**src/rtl/uart_pkg.sv**
```systemverilog
// rtl/uart_pkg.sv - shared UART constants and receiver state type (UART_RX_PARITY_EN adds PARITY)
package uart_pkg;

  // Defaults shared with the transmitter so both ends agree on framing.
  localparam int DEFAULT_DATA_BITS  = 8;
  localparam int DEFAULT_OVERSAMPLE = 16;

  // Tick counter covers OVERSAMPLE up to 16; bit index covers up to 8 data bits.
  localparam int CNT_W = 4;
  localparam int IDX_W = 3;

  typedef enum logic [2:0] {
    ST_IDLE   = 3'd0,
    ST_START  = 3'd1,
    ST_DATA   = 3'd2,
`ifdef UART_RX_PARITY_EN
    ST_PARITY = 3'd3,
`endif
    ST_STOP   = 3'd4
  } uart_rx_state_e;

endpackage

```
**src/rtl/uart_sync.sv**
```systemverilog
// rtl/uart_sync.sv - two-flop synchronizer for the idle-high serial line
module uart_sync (
  input  logic clk,
  input  logic rst_n,
  input  logic d,
  output logic q
);

  logic meta;

  // Two stages; both reset high so a reset never looks like a start bit.
  always_ff @(posedge clk or negedge rst_n) begin
    if (!rst_n) begin
      meta <= 1'b1;
      q    <= 1'b1;
    end else begin
      meta <= d;
      q    <= meta;
    end
  end

endmodule

```
**src/rtl/uart_rx.sv**
```systemverilog
// rtl/uart_rx.sv - oversampling UART receiver with valid/ready output (UART_RX_PARITY_EN adds even parity)
module uart_rx
  import uart_pkg::*;
#(
  parameter int DATA_BITS  = DEFAULT_DATA_BITS,
  parameter int OVERSAMPLE = DEFAULT_OVERSAMPLE
) (
  input  logic                 clk,
  input  logic                 rst_n,
  input  logic                 tick,
  input  logic                 rx,
  input  logic                 rx_ready,
  output logic [DATA_BITS-1:0] rx_data,
  output logic                 rx_valid,
  output logic                 frame_err,
  output logic                 overrun
`ifdef UART_RX_PARITY_EN
  ,
  output logic                 parity_err
`endif
);

  localparam logic [CNT_W-1:0] HALF_M1  = CNT_W'(OVERSAMPLE / 2 - 1);
  localparam logic [CNT_W-1:0] FULL_M1  = CNT_W'(OVERSAMPLE - 1);
  localparam logic [IDX_W-1:0] LAST_IDX = IDX_W'(DATA_BITS - 1);

  logic rx_s;

  uart_rx_state_e        state_q, state_d;
  logic [CNT_W-1:0]      cnt_q, cnt_d;
  logic [IDX_W-1:0]      idx_q, idx_d;
  logic [DATA_BITS-1:0]  shreg_q, shreg_d;
  logic                  armed_q, armed_d;
  logic                  done_ok_q, done_ok_d;
  logic                  done_ferr_q, done_ferr_d;
`ifdef UART_RX_PARITY_EN
  logic                  par_bad_q, par_bad_d;
  logic                  done_perr_q, done_perr_d;
`endif

  uart_sync u_sync (
    .clk   (clk),
    .rst_n (rst_n),
    .d     (rx),
    .q     (rx_s)
  );

  // Frame state, counters and completion flags; everything moves only on tick.
  always_ff @(posedge clk or negedge rst_n) begin
    if (!rst_n) begin
      state_q     <= ST_IDLE;
      cnt_q       <= '0;
      idx_q       <= '0;
      shreg_q     <= '0;
      armed_q     <= 1'b0;
      done_ok_q   <= 1'b0;
      done_ferr_q <= 1'b0;
`ifdef UART_RX_PARITY_EN
      par_bad_q   <= 1'b0;
      done_perr_q <= 1'b0;
`endif
    end else begin
      state_q     <= state_d;
      cnt_q       <= cnt_d;
      idx_q       <= idx_d;
      shreg_q     <= shreg_d;
      armed_q     <= armed_d;
      done_ok_q   <= done_ok_d;
      done_ferr_q <= done_ferr_d;
`ifdef UART_RX_PARITY_EN
      par_bad_q   <= par_bad_d;
      done_perr_q <= done_perr_d;
`endif
    end
  end

  // Next-state logic: start qualification at mid start bit, then one sample per bit period.
  always_comb begin
    state_d     = state_q;
    cnt_d       = cnt_q;
    idx_d       = idx_q;
    shreg_d     = shreg_q;
    armed_d     = armed_q;
    done_ok_d   = 1'b0;
    done_ferr_d = 1'b0;
`ifdef UART_RX_PARITY_EN
    par_bad_d   = par_bad_q;
    done_perr_d = 1'b0;
`endif
    if (tick) begin
      case (state_q)
        ST_IDLE: begin
          // A line held low after a frame (break) must go high before a new start counts.
          if (!armed_q) begin
            armed_d = rx_s;
          end else if (!rx_s) begin
            state_d = ST_START;
            cnt_d   = '0;
          end
        end
        ST_START: begin
          if (cnt_q == HALF_M1) begin
            if (!rx_s) begin
              state_d = ST_DATA;
              cnt_d   = '0;
              idx_d   = '0;
            end else begin
              state_d = ST_IDLE;
            end
          end else begin
            cnt_d = cnt_q + CNT_W'(1);
          end
        end
        ST_DATA: begin
          if (cnt_q == FULL_M1) begin
            cnt_d   = '0;
            shreg_d = {rx_s, shreg_q[DATA_BITS-1:1]};
            if (idx_q == LAST_IDX) begin
`ifdef UART_RX_PARITY_EN
              state_d = ST_PARITY;
`else
              state_d = ST_STOP;
`endif
            end else begin
              idx_d = idx_q + IDX_W'(1);
            end
          end else begin
            cnt_d = cnt_q + CNT_W'(1);
          end
        end
`ifdef UART_RX_PARITY_EN
        ST_PARITY: begin
          if (cnt_q == FULL_M1) begin
            cnt_d     = '0;
            par_bad_d = rx_s ^ (^shreg_q);
            state_d   = ST_STOP;
          end else begin
            cnt_d = cnt_q + CNT_W'(1);
          end
        end
`endif
        ST_STOP: begin
          if (cnt_q == FULL_M1) begin
            cnt_d   = '0;
            state_d = ST_IDLE;
            armed_d = 1'b0;
`ifdef UART_RX_PARITY_EN
            done_perr_d = par_bad_q;
            done_ok_d   = rx_s && !par_bad_q;
`else
            done_ok_d   = rx_s;
`endif
            done_ferr_d = !rx_s;
          end else begin
            cnt_d = cnt_q + CNT_W'(1);
          end
        end
        default: begin
          state_d = ST_IDLE;
          cnt_d   = '0;
          armed_d = 1'b0;
        end
      endcase
    end
  end

  // Output word register and handshake; a completing frame takes priority over consumption.
  always_ff @(posedge clk or negedge rst_n) begin
    if (!rst_n) begin
      rx_data   <= '0;
      rx_valid  <= 1'b0;
      frame_err <= 1'b0;
      overrun   <= 1'b0;
`ifdef UART_RX_PARITY_EN
      parity_err <= 1'b0;
`endif
    end else begin
      frame_err <= done_ferr_q;
      overrun   <= 1'b0;
`ifdef UART_RX_PARITY_EN
      parity_err <= done_perr_q;
`endif
      if (done_ok_q) begin
        if (rx_valid && !rx_ready) begin
          overrun <= 1'b1;
        end else begin
          rx_data  <= shreg_q;
          rx_valid <= 1'b1;
        end
      end else if (rx_valid && rx_ready) begin
        rx_valid <= 1'b0;
      end
    end
  end

endmodule

```
**config.mk**
```make
export PLATFORM = sky130hd
export DESIGN_NAME = uart_rx
export DESIGN_NICKNAME = d
export VERILOG_FILES = /design/src/rtl/uart_pkg.sv /design/src/rtl/uart_sync.sv /design/src/rtl/uart_rx.sv
export SDC_FILE = /design/constraint.sdc
export NUM_CORES = 1
export LEC_CHECK = 0
export ABC_AREA = 1
export CAP_MARGIN = 20
export CORE_MARGIN = 5
export CORE_UTILIZATION = 40
export DETAILED_ROUTE_END_ITERATION = 6
export GPL_TIMING_DRIVEN = 1
export PLACE_DENSITY = 0.66
export SLEW_MARGIN = 5
export SYNTH_ARGS = -nofsm -noshare
export SYNTH_HDL_FRONTEND = slang
export SYNTH_SLANG_ARGS = --single-unit
```
**constraint.sdc**
```tcl
create_clock -name clk -period 1.3 [get_ports clk]
set_input_delay 0.26 -clock clk [delete_from_list [all_inputs] [get_ports clk]]
set_output_delay 0.26 -clock clk [all_outputs]
set_load 0.02 [all_outputs]
```
# After elaboration in Yosys (flattened, before gate mapping)
# Index checks and enable logic that the tools add are counted.
dict set report totals {
  output_inout_bits 11
  wordCells 80
  reg_bits 34
}
dict set report op_classes {
  add_sub_neg 2
  n_reduce_logical 16
  mux 32
  bitwise_logic 2
  eq_ne 15
}
# op n
set op_table {}
lappend op_table {{3-bit 2-to-1 mux} 10}
lappend op_table {{2-bit != test (second input constant)} 9}
lappend op_table {{4-bit 2-to-1 mux} 4}
lappend op_table {{1-bit 2-to-1 mux} 13}
lappend op_table {{3-bit case mux with 4 select lines} 1}
lappend op_table {{4-bit case mux with 3 select lines} 1}
lappend op_table {{7-bit AND reduction} 1}
lappend op_table {{3-bit == test (second input constant)} 2}
lappend op_table {{3-bit case mux with 2 select lines} 1}
lappend op_table {{2-bit AND reduction} 3}
lappend op_table {{3-bit AND reduction} 2}
lappend op_table {{6-bit AND reduction} 1}
lappend op_table {{4-bit by 1-bit adder with 4-bit output (second input constant)} 1}
lappend op_table {{4-bit by 3-bit == test with 1-bit output (second input constant)} 1}
lappend op_table {{4-bit == test (second input constant)} 1}
lappend op_table {{2-bit nonzero test} 2}
lappend op_table {{2-bit OR reduction} 2}
lappend op_table {{3-bit by 1-bit adder with 3-bit output (second input constant)} 1}
lappend op_table {{3-bit by 1-bit == test with 1-bit output (second input constant)} 1}
lappend op_table {{3-bit by 2-bit == test with 1-bit output (second input constant)} 1}
lappend op_table {{3-bit logical NOT} 1}
lappend op_table {{1-bit case mux with 3 select lines} 1}
lappend op_table {{1-bit logical AND} 2}
lappend op_table {{1-bit logical NOT} 2}
lappend op_table {{2 further kinds} 3}

# Logic depth before layout (Yosys ltp)
dict set report logic_depth {
  word_depth 4
  ltp_mapped 9
  ltp_nobuf 9
}

# Cells and area by module
# From an unflattened synthesis, not the netlist that was laid out.
dict set report unflattened {
  hier_cells 196
  area_unflattened_um2 1690.4
}
# module cells_each n_inst seq_area_each_um2 area_each_um2
set modules_own_cells {}
lappend modules_own_cells {uart_rx 194 1 800.8 1637.8}
lappend modules_own_cells {uart_sync 2 1 52.6 52.6}

# Worst setup path before layout
# Ideal clock, no wire load.
dict set report synth_timing {
  path_type {register -> register}
  from {register cnt_q[0]}
  to {register shreg_q[5]}
  path_buffers 1
  arrival_ns 1.276
  period_less_slack_ns 1.393
  setup_time_ns 0.117
  required_ns 1.183
  stages_incl_launch_ff 10
  slack_ns -0.093
  cell_sequence {dfrtp_1 ha_1 nand2_2 nor2_4 inv_2 nor2_4 nand2_4 buf_6 nand2_2 o21ai_2}
}
dict set report synth_via {
  elab_chain_len 2
}
# element line
set synth_lines {}
lappend synth_lines {{start, declared} uart_rx.sv:30} ;# logic [CNT_W-1:0] cnt_q, cnt_d;
lappend synth_lines {{start signal, assigned} uart_rx.sv:64} ;# cnt_q <= cnt_d;
lappend synth_lines {{4-bit == test} uart_rx.sv:115} ;# if (cnt_q == FULL_M1) begin
lappend synth_lines {{3-bit AND reduction (no source line)} -}
lappend synth_lines {{end signal, assigned} uart_rx.sv:66} ;# shreg_q <= shreg_d;
lappend synth_lines {{end, declared} uart_rx.sv:32} ;# logic [DATA_BITS-1:0] shreg_q, shreg_d;
# No other way between the ends.
# A chain may end at the register's enable or synchronous reset.

# Final worst setup path
dict set report layout_timing {
  from {register cnt_q[0]}
  to {register shreg_q[6]}
}
# Same word-level chain as after synthesis.

==> results.md <==
Run status:
- The flow ran to the end, but the final reports show violations.
- The checks that failed: setup timing.

STA:
- The headroom to the max-slew limit is 80.47%.
- The max-slew violation count was 0.
- The sum of negative setup slack is -1.184 ns.
- The smallest clock period supported by the final layout is computed as ~1.4 ns.
- The tightest hold margin is 0.2994 ns.
- Dividing the final minimum period by the clock period gives 109.6%.
- The number of hold violations in the final report was 0.
- The clock skew after layout is 0.006068 ns.
- At the pin with the least slew margin, the transition time is about 0.29 ns.
- Setup repair after global routing could not meet its margin everywhere.
- Setup violations remaining at the end of the flow were counted as 17.
- The minimum setup slack in the final design is -0.1249 ns.
- The highest attainable clock frequency is 0.7018 GHz.

Critical path:
- The reg-to-reg setup timing slack is -0.12 ns.
- STA classifies the critical path startpoint as a flip-flop.
- Counting both buffers and inverters, the worst setup path holds a total of 1.
- The reg-to-reg critical path startpoint is cnt_q[0]$_DFFE_PN0P_.
- Data on the critical path is required at its endpoint by 1.48 ns.
- The slowest cell on the critical path is sky130_fd_sc_hd__dfrtp_1.
- The type of the worst setup path is reg -> reg.
- The signal on the critical path passes through ha_4 > nand2_4 > nor2_4 > inv_4 > nor2_4 > nand2_4 > nand2_2 > o21ai_2.
- The category of cells accounting for the largest share of critical-path delay is simple AND/OR/NAND/NOR gates.
- The critical path startpoint is cnt_q[0]$_DFFE_PN0P_.
- The data arrival at the endpoint of the critical path is between 1.5 and 2 ns.
- The element type at the critical path end is a flip-flop.
- Of all nets on the critical path, the largest fanout is 8.
- For this run, the slowest stage of the critical path takes 0.39 ns.

GRT:
- Entering global routing, the biggest net connects 25 pins.
- The number of global-route vias before repair is 1318.
- The final global-route overflow total is 0.
- The first-pass GRT wire length is 5.968 mm.
- The initial antenna violation count is 0.
- Global routing used 14.14% of the available tracks across all layers.

Cells and area:
- 0 antenna diodes ended up in the layout.
- The post-layout instance area is 2285 sq um.
- After filler insertion, the fill cell instance count of the layout stands at approximately 350.
- The final net count is about 250.
- The layout cell share with drive strength beyond 1 is 38.66%.
- Compared with the post-synthesis result, the final layout area differs by 38.02%.

Min path:
- The min-delay analysis places its worst path in the category in -> async.

CTS:
- The worst-case clock buffer depth is 2.
- The number of hold buffers added after cts is 0.
- The CTS H-tree depth is 2.
- Clock-pin slew was measured on the worst setup and hold paths at 0.07 ns.
- The tree built by TritonCTS fans out to 34 sinks.
- The cell chosen for the clock root is sky130_fd_sc_hd__clkbuf_8.
- The CTS tree is done.
- The source-to-sink clock delay at the later pin of the worst-skew pair is 0.28 ns.
- The number of buffers added by the clock tree synthesis step is 5.

Yosys:
- The number of enable flip-flop cells after synthesis is 0.
- The cell count after synthesis is 188.
- In this run, synthesis produced a sequential element count of 34.
- In the synthesized netlist the async set-or-reset flop fraction comes to 100.0%.
- The number of warnings printed during yosys synthesis is 0.
- The commonest cells after synthesis are 54 x sky130_fd_sc_hd__nand2_1, 32 x sky130_fd_sc_hd__dfrtp_1, 19 x sky130_fd_sc_hd__inv_1.
- The most numerous cell in the Yosys netlist is sky130_fd_sc_hd__nand2_1.
- The most used flip-flop cell after synthesis is sky130_fd_sc_hd__dfrtp_1.
- The number of distinct library cells after synthesis is 23.
- The share of Yosys cell area claimed by the top area cell type is roughly half.
- The sequential cell area fraction in the yosys report is 51.55%.
- The leading area contributor after synthesis is sky130_fd_sc_hd__dfrtp_1.
- The synthesized netlist net count is between 150 and 200.
- A synthesized cell averages 8.805 sq um.
- After synthesis the cells add up to between 1500 and 2000 sq um.
- After synthesis, the cell types taking the most area are sky130_fd_sc_hd__dfrtp_1 48%, sky130_fd_sc_hd__nand2_1 12%, sky130_fd_sc_hd__o21ai_2 4.8%, sky130_fd_sc_hd__nand3_1 4.5%, sky130_fd_sc_hd__inv_1 4.3%.

Pwr:
- Total power for the finished layout comes to between 3 and 4 mW.
- The leakage power is 1.134 nW.
- In this run the power density over the cells is about 1600 nW/um^2.
- Across the VDD grid, the largest voltage drop is 1.074 mV.

Drt:
- The total wire length after detailed routing is 3.364 mm.
- Once detail routing completed, the nets flagged for antenna violations numbered 0.
- The total number of vias is 1333.
- Dividing the detail-routed wire length by the instance count gives 11.68 microns.
- The remaining design rule violation count is 0.
- Dividing the detail-routed via count by the number of cells gives 4.628.
- The number of optimization iterations in the first detailed-route pass is 4.
- The iteration-0 DRC count of the detailed router is ~80.

Floorplanning:
- 16 I/O pins were placed.
- The die is approximately 74 microns tall.
- The die footprint is 5525 sq um.
- The floorplan die width is 74.33 microns.
- The core region is ~4000 sq um.
- The row count is 23.
- Once the floorplan was initialized, standard cells occupied 41.38% of the core.

Placed design:
- The final weighted congestion of routability-driven global placement is 0.8222.
- The instance area at placement is 2033 sq um.
- The count of buffers added on input and output ports is 15.
- Before CTS, the worst setup slack after placement is -0.1707 ns.
- The wire-length estimate of the detail-placed layout is 2.408 mm.

Flow run:
- The max-cap check violation count is 0.
logic make-up (layout without fill, tap and decap cells):
group                      after synthesis  after routing  share of synthesized area [%]
adders and majority gates                3              3                          2.268
DFF                                     34             34                          51.55
buffers and inverters                   23             72                          5.669
and+or+nand+nor                        105            106                          31.14
muxes                                    1              1                         0.6802
AOI/OAI and AO/OA                       22             22                          8.692
what timing repair did:
| item | 4_1_cts | 5_1_grt |
|---|---|---|
| gates cloned | 1 | 0 |
| setup buffers | 1 | 3 |
| endpoints found under the setup margin | 29 | 21 |
| pin swaps | 4 | 10 |
| gates resized for setup | 20 | 25 |
cell type report:
class / instances / area, sq um / area share, %
clock inverter: 2 / 12.51 / 0.5476
multi-input combinational: 132 / 842.1 / 36.86
timing repair buffer: 43 / 346.6 / 15.17
sequential: 34 / 857.1 / 37.51
clock buffer: 6 / 82.58 / 3.614
inverter: 21 / 81.33 / 3.560
tap: 50 / 62.56 / 2.738
power breakdown:
part / switching [mW] / internal (mW) / leakage [nW]
registers: 0.112 / 1.17 / 0.458
logic: 0.835 / 0.692 / 0.628
clock network: 0.380 / 0.425 / 0.0472
total: 1.33 / 2.28 / 1.13
cells in the final DEF, fill, tap and decap left out, types with 3 or more instances in the layout:
master / n
sky130_fd_sc_hd__nor2_1: 5
sky130_fd_sc_hd__nand2_4: 4
sky130_fd_sc_hd__nand3b_1: 4
sky130_fd_sc_hd__nand2_2: 13
sky130_fd_sc_hd__dfrtp_2: 3
sky130_fd_sc_hd__o21ai_0: 10
sky130_fd_sc_hd__o21ai_2: 8
sky130_fd_sc_hd__nand2_1: 47
sky130_fd_sc_hd__nand3_1: 12
sky130_fd_sc_hd__dlygate4sd2_1: 11
sky130_fd_sc_hd__inv_1: 17
sky130_fd_sc_hd__clkdlybuf4s50_1: 4
sky130_fd_sc_hd__dfrtp_1: 29
sky130_fd_sc_hd__buf_4: 28
sky130_fd_sc_hd__nand3_2: 3
sky130_fd_sc_hd__clkbuf_8: 6
sky130_fd_sc_hd__inv_2: 3
sky130_fd_sc_hd__nor2_4: 9
stage by stage:
stage,utilization (%),instances
3_5_place_dp,50.83,275
3_3_place_gp,50.83,275
4_1_cts,54.18,285
5_1_grt,57.12,288
2_1_floorplan,-,188
6_report,57.12,288
routing by layer:
metal	routed length (microns)	GRT usage (%)
met4	57	4.743
met3	103	3.784
met1	1575	18.35
met2	1626	23.03
met5	0	0
flip-flops by register name (all words and copies together), names as in the netlist:
register	flops
armed_q	1
cnt_q	4
done_ferr_q	1
done_ok_q	1
frame_err	1
idx_q	3
overrun	1
rx_data	8
rx_valid	1
shreg_q	8
state_q	3
u_sync.meta	1
u_sync.q	1
worst paths after layout:
check | endpoint | cells after the start
setup / recovery | shreg_q[6]$_DFFE_PN0P_ | 8
hold / removal | rx_data[6]$_DFFE_PN0P_ | 2
setup reg to reg | shreg_q[6]$_DFFE_PN0P_ | 8
hold reg to reg | u_sync.q$_DFF_PN1_ | 0
max in group asynchronous | cnt_q[3]$_DFFE_PN0P_ | 2
min in group clk | u_sync.q$_DFF_PN1_ | 0
Note: power is estimated with default switching activity, not from simulation.
